[config.mk]
export PLATFORM = sky130hd
export DESIGN_NAME = triangle_animator
export DESIGN_NICKNAME = d
export VERILOG_FILES = /design/src/rtl/triangle_animator.sv
export SDC_FILE = /design/constraint.sdc
export NUM_CORES = 1
export LEC_CHECK = 0
export ABC_CLOCK_PERIOD_IN_PS = 8200
export CELL_PAD_IN_SITES_DETAIL_PLACEMENT = 1
export CELL_PAD_IN_SITES_GLOBAL_PLACEMENT = 2
export CORE_ASPECT_RATIO = 1.75
export CORE_MARGIN = 2
export CORE_UTILIZATION = 33
export CTS_CLUSTER_DIAMETER = 150
export DETAILED_ROUTE_END_ITERATION = 10
export PLACE_DENSITY = 0.85
export SYNTH_ARGS = -nofsm -noshare
export SYNTH_HDL_FRONTEND = slang
export SYNTH_SLANG_ARGS = --single-unit
[constraint.sdc]
create_clock -name clk_pix -period 8.2 [get_ports clk_pix]
set_input_delay 1.23 -clock clk_pix [delete_from_list [all_inputs] [get_ports clk_pix]]
set_output_delay 1.23 -clock clk_pix [all_outputs]
set_load 0.005 [all_outputs]
[src/rtl/triangle_animator.sv]
// Rigid triangle animator: moves three vertices once per FRAMES_PER_STEP frames and bounces off the screen edges.
// Define VERTICAL_BOUNCE_EN to add an independent vertical bounce; without it the y coordinates stay at their reset values.
module triangle_animator #(
    parameter int AX0             = 320,
    parameter int AY0             = 60,
    parameter int BX0             = 112,
    parameter int BY0             = 420,
    parameter int CX0             = 528,
    parameter int CY0             = 420,
    parameter int X_MAX           = 639,
    parameter int Y_MAX           = 479,
    parameter int STEP            = 1,
    parameter int FRAMES_PER_STEP = 1
) (
    input  logic       clk_pix,
    input  logic       resetn,
    input  logic       frame_start,
    input  logic       enable,
    output logic [9:0] ax,
    output logic [9:0] ay,
    output logic [9:0] bx,
    output logic [9:0] by,
    output logic [9:0] cx,
    output logic [9:0] cy,
    output logic       moving_right,
    output logic       moving_down,
    output logic       step_pulse
);

    localparam bit CFG_OK =
        (AX0 >= 0) && (AX0 <= X_MAX) && (BX0 >= 0) && (BX0 <= X_MAX) && (CX0 >= 0) && (CX0 <= X_MAX) &&
        (AY0 >= 0) && (AY0 <= Y_MAX) && (BY0 >= 0) && (BY0 <= Y_MAX) && (CY0 >= 0) && (CY0 <= Y_MAX) &&
        (X_MAX < 1024) && (Y_MAX < 1024) && (STEP >= 1) && (STEP <= 63) &&
        (FRAMES_PER_STEP >= 1) && (FRAMES_PER_STEP <= 255);

    if (!CFG_OK) begin : g_cfg_error
        $error("triangle_animator: parameter out of range");
    end

    typedef enum logic {DIR_NEG = 1'b0, DIR_POS = 1'b1} dir_e;

    localparam logic [10:0] X_LIM     = 11'(X_MAX);
    localparam logic [10:0] STEP_W    = 11'(STEP);
    localparam logic [7:0]  FCNT_LAST = 8'(FRAMES_PER_STEP - 1);

    function automatic logic [10:0] min3(input logic [9:0] a, input logic [9:0] b, input logic [9:0] c);
        logic [9:0] m;
        m = (a < b) ? a : b;
        m = (c < m) ? c : m;
        return {1'b0, m};
    endfunction

    function automatic logic [10:0] max3(input logic [9:0] a, input logic [9:0] b, input logic [9:0] c);
        logic [9:0] m;
        m = (a > b) ? a : b;
        m = (c > m) ? c : m;
        return {1'b0, m};
    endfunction

    // The clamped delta keeps every result inside 0..limit, so truncation to 10 bits is lossless.
    function automatic logic [9:0] shift(input logic [9:0] v, input logic up, input logic [10:0] amt);
        return up ? 10'({1'b0, v} + amt) : 10'({1'b0, v} - amt);
    endfunction

    logic [7:0]  fcnt_q;
    logic        step_pulse_q;
    logic        take_step;
    dir_e        h_dir_q, h_dir_d;
    logic [9:0]  ax_q, bx_q, cx_q;
    logic [9:0]  ax_d, bx_d, cx_d;
    logic [10:0] min_x, max_x, dx_amt;

    always_comb begin
        take_step = frame_start && enable && (fcnt_q == FCNT_LAST);
        min_x     = min3(ax_q, bx_q, cx_q);
        max_x     = max3(ax_q, bx_q, cx_q);
        h_dir_d   = h_dir_q;
        dx_amt    = STEP_W;
        if (h_dir_q == DIR_POS) begin
            if (max_x + STEP_W >= X_LIM) begin
                dx_amt  = X_LIM - max_x;
                h_dir_d = DIR_NEG;
            end
        end else if (min_x <= STEP_W) begin
            dx_amt  = min_x;
            h_dir_d = DIR_POS;
        end
        ax_d = shift(ax_q, h_dir_q == DIR_POS, dx_amt);
        bx_d = shift(bx_q, h_dir_q == DIR_POS, dx_amt);
        cx_d = shift(cx_q, h_dir_q == DIR_POS, dx_amt);
    end

    always_ff @(posedge clk_pix or negedge resetn) begin
        if (!resetn) begin
            fcnt_q       <= '0;
            step_pulse_q <= 1'b0;
            h_dir_q      <= DIR_POS;
            ax_q         <= 10'(AX0);
            bx_q         <= 10'(BX0);
            cx_q         <= 10'(CX0);
        end else begin
            step_pulse_q <= take_step;
            if (frame_start && enable) begin
                fcnt_q <= take_step ? 8'd0 : fcnt_q + 8'd1;
            end
            if (take_step) begin
                h_dir_q <= h_dir_d;
                ax_q    <= ax_d;
                bx_q    <= bx_d;
                cx_q    <= cx_d;
            end
        end
    end

    assign ax           = ax_q;
    assign bx           = bx_q;
    assign cx           = cx_q;
    assign moving_right = (h_dir_q == DIR_POS);
    assign step_pulse   = step_pulse_q;

`ifdef VERTICAL_BOUNCE_EN
    localparam logic [10:0] Y_LIM = 11'(Y_MAX);

    dir_e        v_dir_q, v_dir_d;
    logic [9:0]  ay_q, by_q, cy_q;
    logic [9:0]  ay_d, by_d, cy_d;
    logic [10:0] min_y, max_y, dy_amt;

    always_comb begin
        min_y   = min3(ay_q, by_q, cy_q);
        max_y   = max3(ay_q, by_q, cy_q);
        v_dir_d = v_dir_q;
        dy_amt  = STEP_W;
        if (v_dir_q == DIR_POS) begin
            if (max_y + STEP_W >= Y_LIM) begin
                dy_amt  = Y_LIM - max_y;
                v_dir_d = DIR_NEG;
            end
        end else if (min_y <= STEP_W) begin
            dy_amt  = min_y;
            v_dir_d = DIR_POS;
        end
        ay_d = shift(ay_q, v_dir_q == DIR_POS, dy_amt);
        by_d = shift(by_q, v_dir_q == DIR_POS, dy_amt);
        cy_d = shift(cy_q, v_dir_q == DIR_POS, dy_amt);
    end

    always_ff @(posedge clk_pix or negedge resetn) begin
        if (!resetn) begin
            v_dir_q <= DIR_POS;
            ay_q    <= 10'(AY0);
            by_q    <= 10'(BY0);
            cy_q    <= 10'(CY0);
        end else if (take_step) begin
            v_dir_q <= v_dir_d;
            ay_q    <= ay_d;
            by_q    <= by_d;
            cy_q    <= cy_d;
        end
    end

    assign ay          = ay_q;
    assign by          = by_q;
    assign cy          = cy_q;
    assign moving_down = (v_dir_q == DIR_POS);
`else
    assign ay          = 10'(AY0);
    assign by          = 10'(BY0);
    assign cy          = 10'(CY0);
    assign moving_down = 1'b0;
`endif

endmodule

==> impl_results.md <==
* Clk Latency, worst-skew pair at slightly below 0.3 ns
* Port Buffer Count at 35
* Worst hold stages at 1
* Largest net degree at the start of global routing at between 50 and 60
* Worst EP arrival at 7.92 ns
* Clk buf depth at 2
* R2R Setup Slk at between 0.4 and 0.5 ns
* Num rows at 56
* Critical Path Sink Type: flop
* Final number of setup-violating endpoints at 0
* CP Max Fanout at 18
* Syn Area/Cell at between 8 and 9 um^2
* Worst-Margin Slew at around 0.98 ns
* Hold WC Path Type: flop to flop
* Sink Count at 40
* Hold path startpoint: fcnt_q[7]$_DFFE_PN0P_
* Final ANT Viol Nets at 0
* Hold endpoint: fcnt_q[7]$_DFFE_PN0P_
* Die extent in x at ~92 um
* Peak Freq at roughly 130 MHz
* YS warnings at 0
* Filler Cell Count at ~1600
* 1st-iter DRT viols at ~140
* Final Cell Area at about 5300 um^2
* Pre-Repair DR Iteration Count at 4
* Synth area leader: dfrtp_1
* # IOs at 67
* CTS tree: yes
* Synth-to-Final Area Change at 17.15%
* First-pass GRT wire length at 24510 um
* CP Launch Type: flop
* CTS Buf Count at 5
* Cell Area, Synth at roughly 4500 um^2
* Synth Flop Type: dfrtp_1
* Dpl hpwl at 12480 um
* Die Ht at roughly 160 um
* Hold buffer count at cts at 0
* Average wire per standard cell at between 20 and 25 um
* Final worst slack at about 0.45 ns
* Place WS at between 0.02 and 0.025 ns
* GRT Total Usage at a little over a fifth
* Initial antenna violation count at 0
* Final Cycle Share at 94.52%
* Final core occ at approximately two fifths
* Status: finished, final reports clean
* Top cells by count, synth: ha_1 (63), a21oi_1 (54), nand2_1 (45), o21ai_0 (39)
* Vias post-DR at roughly 4300
* Worst endpoint required time at around 8.4 ns
* CP max-delay cell: dfstp_2
* Clock root cell: clkbuf_16
* Nets at 674
* Relative slew slack at 34.77%
* Area fraction of the dominant cell type after synthesis at around 18%
* Ant diodes at 0
* Setup_tns at 0 ns
* Share of post-route cells with drive strength above 1 at between 10% and 20%
* Core ar. at about 13000 um^2
* Top-count cell post-synth: ha_1
* DIE AREA at 14650 um^2
* Max incr delay on CP at between 0.5 and 0.6 ns
* R2r endpoint: bx[9]$_DFFE_PN0P_
* Synth area leaders: dfrtp_1 (18%), ha_1 (17%), a21oi_1 (6.0%), buf_4 (5.3%), dfstp_2 (4.7%)
* Asr flop ratio synth at 100.0%
* Slew Limit Fails at 0
* Placer congestion estimate at 0.9311
* Cell Area, Placed at 5027 um^2
* Most frequent cell on the critical path: ha_1
* Yosys reg bits at 40
* Final routed DRC violation total at 0
* Final Hold Fails at 0
* Number of cells on the worst reg-to-reg path at 35
* EDFF count, synth at 0
* Sequential-to-total area share from yosys stat at roughly 22%
* Final Skew at approximately 0.006 ns
* Vias in the first global route at roughly 4700
* WL final at 15670 um
* R2R Path Start: bx[6]$_DFFE_PN1P_
* Fin crit period at 7.750 ns
* Critical path type: flop to flop
* Drt via density at around 5.6
* Number of max-cap violations at 0
* Grt ovf at 0
* Clk slew on worst S/H paths at 0.06 ns
* Cells after synthesis at 553
* Initial core utilization at 33.69%
* # H-tree levels at 2
* Synth cell types at 72
==> registers in the layout, indices dropped and copies added, names as in the netlist <==
signal	flops
fcnt_q	8
bx	10
ax	10
step_pulse	1
cx	10
moving_right	1
==> worst max-delay path, delay by kind of cell (launching register included) <==
family	cells	cell delay, ns
AO/OA/AOI/OAI	19	3.66
XOR/XNOR	1	0.13
adder cells (fa/ha/maj)	4	1.28
buffers and inverters	2	0.38
flip-flops	1	0.58
multiplexers	1	0.08
AND/OR/NAND/NOR	8	1.53
==> worst max path at each step <==
| stage | start | end | slack, ns | cells past startpoint |
|---|---|---|---|---|
| after detailed placement | bx[6]$_DFFE_PN1P_ | bx[9]$_DFFE_PN0P_ | 0.02 | 37 |
| after CTS | bx[6]$_DFFE_PN1P_ | bx[9]$_DFFE_PN0P_ | 0.13 | 36 |
| final | bx[6]$_DFFE_PN1P_ | bx[9]$_DFFE_PN0P_ | 0.45 | 35 |
| after global placement | bx[6]$_DFFE_PN1P_ | bx[9]$_DFFE_PN0P_ | 0.22 | 36 |
| after floorplan | bx[5]$_DFFE_PN1P_ | ax[9]$_DFFE_PN0P_ | 0.75 | 40 |
| after global routing | bx[5]$_DFFE_PN1P_ | bx[9]$_DFFE_PN0P_ | -0.03 | 35 |
==> layout make-up <==
| cell class | count | area, um^2 | share of cell area [%] |
|---|---|---|---|
| clock buffer | 8 | 146.4 | 2.772 |
| inverter | 38 | 142.6 | 2.701 |
| multi-input combinational | 459 | 3229 | 61.15 |
| sequential | 40 | 1012 | 19.17 |
| tap | 174 | 217.7 | 4.122 |
| timing repair buffer | 60 | 533.0 | 10.09 |
==> cells in the final DEF, fill, tap and decap left out, types with 11 or more instances in the layout <==
master	instances
xnor2_1	24
o21ai_0	38
nor2_1	36
nand3_1	17
conb_1	31
nor3_1	11
clkdlybuf4s50_1	34
ha_1	63
inv_1	36
a21oi_2	14
buf_4	25
dfrtp_1	31
a21oi_1	44
o21bai_1	18
nand2_1	45
==> cell families (layout without fill, tap and decap cells) <==
kind of cell             Yosys count  count (layout)  share of synthesized area, %
AO/OA/AOI/OAI                    161             161                         23.31
flip-flops                        40              40                         22.43
XOR/XNOR                          31              31                         6.023
AND/OR/NAND/NOR                  164             165                         18.26
multiplexers                       5               5                         1.110
adder cells (fa/ha/maj)           66              66                         18.82
buffers and inverters             84             106                         9.881
other                              2              31                        0.1666
==> metrics by stage <==
stage	cells	hold WS [ns]
after floorplan	582	0.4471
after global placement	765	0.4656
after detailed placement	765	0.4710
after CTS	773	0.4806
after global routing	779	0.5053
final	779	0.4800
==> routing by layer <==
layer	global-route usage [%]	share of wire, %
met5	0	0
met4	17.34	8.7
met3	2.745	3.3
met2	40.70	52
met1	21.62	36
==> repair_timing <==
item	in CTS	in global routing
pin swaps	0	3
buffers inserted	0	5
cloned	0	1
endpoints found under the setup margin	1	6
resized for setup	1	16
Power is left out: the tool's default activity adds up to more than one toggle a clock period on the data nets, which glitch-free logic cannot reach.
